$ cat src/rtl/axi_atop_pkg.sv
// rtl/axi_atop_pkg.sv - shared types, constants and helpers for the AXI ATOP resolver
package axi_atop_pkg;

  localparam int ID_W   = 4;
  localparam int ADDR_W = 32;
  localparam int DATA_W = 32;

  localparam logic [1:0] RESP_OKAY   = 2'b00;
  localparam logic [1:0] RESP_SLVERR = 2'b10;
  localparam logic [5:0] ATOP_NONE   = 6'b0;

  typedef enum logic [1:0] {IDLE, DRAIN, INJ_B, INJ_R} state_e;

  typedef struct packed {
    logic [ID_W-1:0]     aw_id;
    logic [ADDR_W-1:0]   aw_addr;
    logic [7:0]          aw_len;
    logic [5:0]          aw_atop;
    logic                aw_valid;
    logic [DATA_W-1:0]   w_data;
    logic [DATA_W/8-1:0] w_strb;
    logic                w_last;
    logic                w_valid;
    logic                b_ready;
    logic [ID_W-1:0]     ar_id;
    logic [ADDR_W-1:0]   ar_addr;
    logic [7:0]          ar_len;
    logic                ar_valid;
    logic                r_ready;
  } atop_req_t;

  typedef struct packed {
    logic                aw_ready;
    logic                w_ready;
    logic [ID_W-1:0]     b_id;
    logic [1:0]          b_resp;
    logic                b_valid;
    logic                ar_ready;
    logic [ID_W-1:0]     r_id;
    logic [DATA_W-1:0]   r_data;
    logic [1:0]          r_resp;
    logic                r_last;
    logic                r_valid;
  } atop_resp_t;

  // Only ATOPs with bit 5 set (AtomicLoad/Swap/Compare) return read data.
  function automatic logic atop_has_r(input logic [5:0] atop);
    return atop[5];
  endfunction

endpackage

$ cat src/rtl/axi_atop_wcnt.sv
// rtl/axi_atop_wcnt.sv - outstanding passthrough write-burst counter with full/empty flags
module axi_atop_wcnt #(
  parameter int unsigned MaxCnt = 8,
  parameter int unsigned CntW   = $clog2(MaxCnt + 1)
) (
  input  logic i_clk,
  input  logic i_rst_n,
  input  logic i_inc,
  input  logic i_dec,
  output logic o_full,
  output logic o_empty
);

  logic [CntW-1:0] r_cnt;

  assign o_full  = (r_cnt == CntW'(MaxCnt));
  assign o_empty = (r_cnt == '0);

  // A simultaneous inc/dec nets to zero, even when empty or full.
  always_ff @(posedge i_clk or negedge i_rst_n) begin
    if (!i_rst_n) begin
      r_cnt <= '0;
    end else if (i_inc && !i_dec && !o_full) begin
      r_cnt <= r_cnt + 1'b1;
    end else if (i_dec && !i_inc && !o_empty) begin
      r_cnt <= r_cnt - 1'b1;
    end
  end

endmodule

$ cat src/rtl/axi_atop_resolver.sv
// rtl/axi_atop_resolver.sv - absorbs AXI ATOP bursts and answers them with SLVERR, passes all other traffic
// Optional rej_cnt_o statistics counter enabled by AXI_ATOP_RESOLVER_STATS_EN.
module axi_atop_resolver
  import axi_atop_pkg::*;
#(
  parameter type         axi_req_t  = atop_req_t,
  parameter type         axi_resp_t = atop_resp_t,
  parameter int unsigned MaxWTxns   = 8,
  parameter logic        AtopRespEn = 1'b1
) (
  input  logic      clk_i,
  input  logic      rst_ni,
  input  axi_req_t  slv_req_i,
  output axi_resp_t slv_resp_o,
  output axi_req_t  mst_req_o,
  input  axi_resp_t mst_resp_i
`ifdef AXI_ATOP_RESOLVER_STATS_EN
  ,
  output logic [31:0] rej_cnt_o
`endif
);

  state_e                             r_state;
  logic [$bits(slv_req_i.aw_id)-1:0]  r_id;
  logic [7:0]                         r_len;
  logic [5:0]                         r_atop;
  logic [7:0]                         r_beat;
  logic                               r_busy;
  logic                               r_b_hold;

  logic w_idle, w_is_atop, w_full, w_empty;
  logic w_atop_rdy, w_atop_hs, w_aw_pass_hs;
  logic w_w_allow, w_w_dec;
  logic w_b_inj, w_b_inj_hs, w_r_inj, w_r_inj_hs, w_r_pass_hs;

  assign w_idle       = (r_state == IDLE);
  assign w_is_atop    = (slv_req_i.aw_atop != ATOP_NONE);
  assign w_atop_rdy   = w_idle && w_is_atop && w_empty;
  assign w_atop_hs    = w_atop_rdy && slv_req_i.aw_valid;
  assign w_aw_pass_hs = mst_req_o.aw_valid && mst_resp_i.aw_ready;
  assign w_w_allow    = !w_empty || w_aw_pass_hs;
  assign w_w_dec      = mst_req_o.w_valid && mst_resp_i.w_ready && slv_req_i.w_last;
  assign w_b_inj      = (r_state == INJ_B) && !r_b_hold;
  assign w_b_inj_hs   = w_b_inj && slv_req_i.b_ready;
  assign w_r_inj      = (r_state == INJ_R) && !r_busy;
  assign w_r_inj_hs   = w_r_inj && slv_req_i.r_ready;
  assign w_r_pass_hs  = mst_resp_i.r_valid && mst_req_o.r_ready;

  axi_atop_wcnt #(
    .MaxCnt (MaxWTxns)
  ) u_wcnt (
    .i_clk   (clk_i),
    .i_rst_n (rst_ni),
    .i_inc   (w_aw_pass_hs),
    .i_dec   (w_w_dec),
    .o_full  (w_full),
    .o_empty (w_empty)
  );

  always_comb begin
    mst_req_o  = slv_req_i;
    slv_resp_o = mst_resp_i;

    mst_req_o.aw_valid  = slv_req_i.aw_valid && !w_is_atop && w_idle && !w_full;
    slv_resp_o.aw_ready = (w_idle && !w_is_atop && !w_full && mst_resp_i.aw_ready) || w_atop_rdy;

    // W beats without a matching accepted AW are held upstream.
    if (r_state == DRAIN) begin
      mst_req_o.w_valid  = 1'b0;
      slv_resp_o.w_ready = 1'b1;
    end else begin
      mst_req_o.w_valid  = slv_req_i.w_valid && w_w_allow;
      slv_resp_o.w_ready = mst_resp_i.w_ready && w_w_allow;
    end

    if (w_b_inj) begin
      mst_req_o.b_ready  = 1'b0;
      slv_resp_o.b_valid = 1'b1;
      slv_resp_o.b_id    = r_id;
      slv_resp_o.b_resp  = RESP_SLVERR;
    end

    if (w_r_inj) begin
      mst_req_o.r_ready  = 1'b0;
      slv_resp_o.r_valid = 1'b1;
      slv_resp_o.r_id    = r_id;
      slv_resp_o.r_data  = '0;
      slv_resp_o.r_resp  = RESP_SLVERR;
      slv_resp_o.r_last  = (r_beat == r_len);
    end
  end

  always_ff @(posedge clk_i or negedge rst_ni) begin
    if (!rst_ni) begin
      r_state  <= IDLE;
      r_id     <= '0;
      r_len    <= '0;
      r_atop   <= '0;
      r_beat   <= '0;
      r_b_hold <= 1'b0;
    end else begin
      case (r_state)
        IDLE: begin
          if (w_atop_hs) begin
            r_id    <= slv_req_i.aw_id;
            r_len   <= slv_req_i.aw_len;
            r_atop  <= slv_req_i.aw_atop;
            r_state <= DRAIN;
          end
        end
        DRAIN: begin
          if (slv_req_i.w_valid && slv_req_i.w_last) begin
            // A downstream B already presented upstream keeps the channel one more cycle.
            r_b_hold <= mst_resp_i.b_valid && !slv_req_i.b_ready;
            r_state  <= INJ_B;
          end
        end
        INJ_B: begin
          if (r_b_hold) begin
            r_b_hold <= 1'b0;
          end else if (w_b_inj_hs) begin
            r_state <= (AtopRespEn && atop_has_r(r_atop)) ? INJ_R : IDLE;
          end
        end
        INJ_R: begin
          if (w_r_inj_hs) begin
            if (r_beat == r_len) begin
              r_beat  <= '0;
              r_state <= IDLE;
            end else begin
              r_beat <= r_beat + 8'd1;
            end
          end
        end
        default: r_state <= IDLE;
      endcase
    end
  end

  // Injected R beats must not interleave into an in-flight downstream read burst.
  always_ff @(posedge clk_i or negedge rst_ni) begin
    if (!rst_ni) begin
      r_busy <= 1'b0;
    end else if (w_r_pass_hs) begin
      r_busy <= !mst_resp_i.r_last;
    end
  end

`ifdef AXI_ATOP_RESOLVER_STATS_EN
  logic [31:0] r_rej_cnt;

  always_ff @(posedge clk_i or negedge rst_ni) begin
    if (!rst_ni) begin
      r_rej_cnt <= '0;
    end else if (w_atop_hs && (r_rej_cnt != 32'hFFFF_FFFF)) begin
      r_rej_cnt <= r_rej_cnt + 32'd1;
    end
  end

  assign rej_cnt_o = r_rej_cnt;
`endif

endmodule
$ cat config.mk
export PLATFORM = sky130hd
export DESIGN_NAME = axi_atop_resolver
export DESIGN_NICKNAME = d
export VERILOG_FILES = /design/src/rtl/axi_atop_pkg.sv /design/src/rtl/axi_atop_wcnt.sv /design/src/rtl/axi_atop_resolver.sv
export SDC_FILE = /design/constraint.sdc
export NUM_CORES = 1
export LEC_CHECK = 0
export CAP_MARGIN = 20
export CORE_AREA = 3 3 142 144
export DETAILED_ROUTE_END_ITERATION = 16
export DIE_AREA = 0 0 145 147
export SETUP_SLACK_MARGIN = 0.5
export SLEW_MARGIN = 20
export SYNTH_ARGS = -nofsm -noshare
export SYNTH_HDL_FRONTEND = slang
export SYNTH_HIERARCHICAL = 1
export SYNTH_SLANG_ARGS = --single-unit
$ cat constraint.sdc
create_clock -name clk_i -period 6.9 [get_ports clk_i]
set_input_delay 1.035 -clock clk_i [delete_from_list [all_inputs] [get_ports clk_i]]
set_output_delay 1.035 -clock clk_i [all_outputs]
set_load 0.005 [all_outputs]
==> flow_summary.yaml <==
critical_path:
  cpPeakStageDelay_ns: 0.49
  critPathMaxFanout: 6
  crit_chain: "clkdlybuf4s50_1 -> nor2_4 -> nand3_4 -> or3_1 -> nor3_1 -> or3b_4 -> ha_1 -> a21o_1 -> a2111oi_0 -> o21a_1 -> a211oi_1"
  worstSetupPathType: "input port to flip-flop"
  end_kind: "flip-flop"
  path_delay_family: "simple AND/OR/NAND/NOR gates"
  required_ns: 7.03
  cp_num_cells: 11
  arrival_ns: 4.22
  path_buf_inv: 1
  worstReg2RegEnd: "u_wcnt/r_cnt[3]"
  rr_worst_depth: 10
  cp-endpoint: "u_wcnt/r_cnt[3]"
  r2r_slack_ns: 3.53
  worst_setup_path_start_kind: "input port"
  timing.rr.start: "u_wcnt/r_cnt[3]"
  crit_path_top_delay_cell: "nor3_1"
  cp-startpoint: "slv_req_i[91]"
power_and_ir_drop:
  power_density_mw_per_mm2: 312
  ir_drop_v: 0.0000981
  leakage_uw: 0.00150
place:
  hpwl_um: 7660
  dp_cells: 615
  place_congestion: 0.744
  port_buffers: 145
finish:
  drive_gt1_share_pct: 13.5
  antenna_cells: 0
  mostFrequentLayoutCells: "clkdlybuf4s50_1, and2_1, dfrtp_1"
  mostFrequentLayoutCell: "clkdlybuf4s50_1"
  fin_cells: 623
  multi_input_area_mm2: 0.00134
  n_fill_cell: 2071
  fin_nets: 554
  syn_to_final_growth_pct: 27.4
  ff_latch_area_um2: 726
timing:
  period_share_pct: 59.3
  tns_ns: 0
  tightest_slew_ns: 0.743
  setup_viol: 0
  period_minus_slack_ns: 4.09
  slew_violations: 0
  final.setup_skew_ns: 0.0101
  max_freq_mhz: 245
  slew_headroom_pct: 50.2
  rsz0062_at_grt: "false"
  hold_violations: 0
drt:
  dr.pass1.iters: 4
  routed_via_density: 3.64
  drc: 0
  wire_per_inst_um: 15.0
  num_vias: 2265
  antenna_left: 0
  drtIter0Drc: 41
  routed_wl_um: 9330
clock_network:
  h-tree-depth: 2
  clkTransAtPathRegs_ns: 0.06
  clock_latency_ns: 0.29
  post_cts_resized: 0
  clockBufferDepth: 2
  cts_setup_buffers: 0
  numCtsBuffers: 5
  clock-root-buffer: "clkbuf_16"
  tritoncts: "built"
  cts.sinks: 29
  ctsHoldBuffers: 0
global_routing:
  met1_usage_pct: 9.60
  grt_pass1_vias: 2363
  grt_usage_pct: 8.47
  antenna_found_initial: 1
  grtUsageMet2_pct: 12.6
  grt_pass1_wl_um: 13800
  gr-usage-met3_pct: 4.87
  grt_max_degree: 43
  busiest_layer: "met2"
  grt-ovfl-total: 0
yosys:
  synth_simple_gate_area_share_pct: 21.8
  synth_mux_area_share_pct: 10.9
  synth_edf_count: 0
  synth_nets: 544
  synthCells: 352
  synth_compound_area_share_pct: 4.99
  synth-xor-area-share_pct: 3.05
  synth_top_family_by_area: "buffers and inverters"
  yosysWarnings: 6
  ys_ff_latch: 29
  syn_area_mm2: 0.00316
  ys_seq_area_share_pct: 23.0
  yosys.area_share.adder_pct: 1.82
  avgSynthCellArea_um2: 8.97
  synth_flop_cell: "dfrtp_1"
  synth_async_sr_flop_share_pct: 100
  ys_types: 56
die:
  die_w_um: 145
  initial_utilization_pct: 16.8
  dieArea_mm2: 0.0213
  fp.dieH_um: 147
  rows: 50
  core_area_mm2: 0.0188
  ios: 374
outcome:
  run_status: "finished, final reports clean"
worst_hold_path:
  min_path_type: "flip-flop to flip-flop"
flow_run:
  maxCapViolCount: 0
[per-layer routing]
layer  share of wire [%]  wire (um)
met1                  40       3720
met2                  44       4110
met3                  12       1100
met4                 4.0        371
met5                0.14         13
[power breakdown]
group          leakage [uW]  switching, uW  total [uW]  internal (uW)
registers          0.000368           79.3         312            233
logic               0.00107            284         725            441
clock network     0.0000696           85.4         218            132
total               0.00150            449        1250            806
[state kept, by name, summed over array words and instances (netlist names)]
register      flops
r_len             8
r_beat            8
r_busy            1
r_state           2
r_b_hold          1
r_id              4
u_wcnt/r_cnt      4
r_atop            1
[layout make-up]
cell class,count,area share (%)
timing repair buffer,146,36.3
multi-input combinational,173,33.4
sequential,29,18.0
tap,260,8.09
clock buffer,5,3.11
inverter,7,0.653
clock inverter,3,0.435
[worst min path at each step]
stage,cells past startpoint,slack [ns],endpoint,from
global placement,1,0.52,r_len[3],r_len[3]
floorplan,1,0.49,r_id[0],r_id[0]
finish,1,0.53,r_len[3],r_len[3]
CTS,1,0.54,r_len[3],r_len[3]
global route,1,0.56,r_len[5],r_len[5]
detailed placement,1,0.52,r_len[4],r_len[4]
[cells by family (layout without fill, tap and decap cells)]
group	count (synthesis)	count (layout)
AO/OA/AOI/OAI	25	25
multiplexers	27	27
AND/OR/NAND/NOR	106	106
buffers and inverters	150	161
XOR/XNOR	11	11
adder cells (fa/ha/maj)	4	4
flip-flops	29	29
[stage by stage]
step | worst slack (ns) | power [uW] | hold WS, ns | instance area (um2) | utilization, %
2_1_floorplan | 3.26 | 735 | 0.495 | 3160 | -
3_3_place_gp | 2.55 | 1060 | 0.521 | 3880 | 20.6
3_5_place_dp | 2.50 | 1060 | 0.516 | 3880 | 20.6
4_1_cts | 2.80 | 1290 | 0.539 | 4020 | 21.4
5_1_grt | 2.61 | 1350 | 0.557 | 4020 | 21.4
6_report | 2.81 | 1250 | 0.534 | 4020 | 21.4
[cell usage after synthesis, types with 2 or more instances]
master | number | area, um2
a21oi_1 | 7 | 35.0
and2_1 | 35 | 219
buf_2 | 4 | 20.0
buf_4 | 134 | 1010
clkbuf_1 | 4 | 15.0
dfrtp_1 | 29 | 726
ha_1 | 3 | 37.5
inv_1 | 6 | 22.5
mux2_2 | 12 | 135
mux2_4 | 12 | 180
mux2i_1 | 3 | 30.0
nand2_1 | 9 | 33.8
nand2b_1 | 4 | 25.0
nand3_1 | 4 | 20.0
nand4_1 | 4 | 25.0
nor2_1 | 15 | 56.3
nor2_4 | 3 | 33.8
nor2b_1 | 2 | 12.5
nor3_1 | 7 | 35.0
nor4_1 | 3 | 18.8
o21ai_0 | 5 | 25.0
o21ai_1 | 2 | 10.0
or2_2 | 2 | 12.5
or3_1 | 2 | 12.5
xnor2_1 | 9 | 78.8
xor2_1 | 2 | 17.5
(Power assumes the default switching activity.)
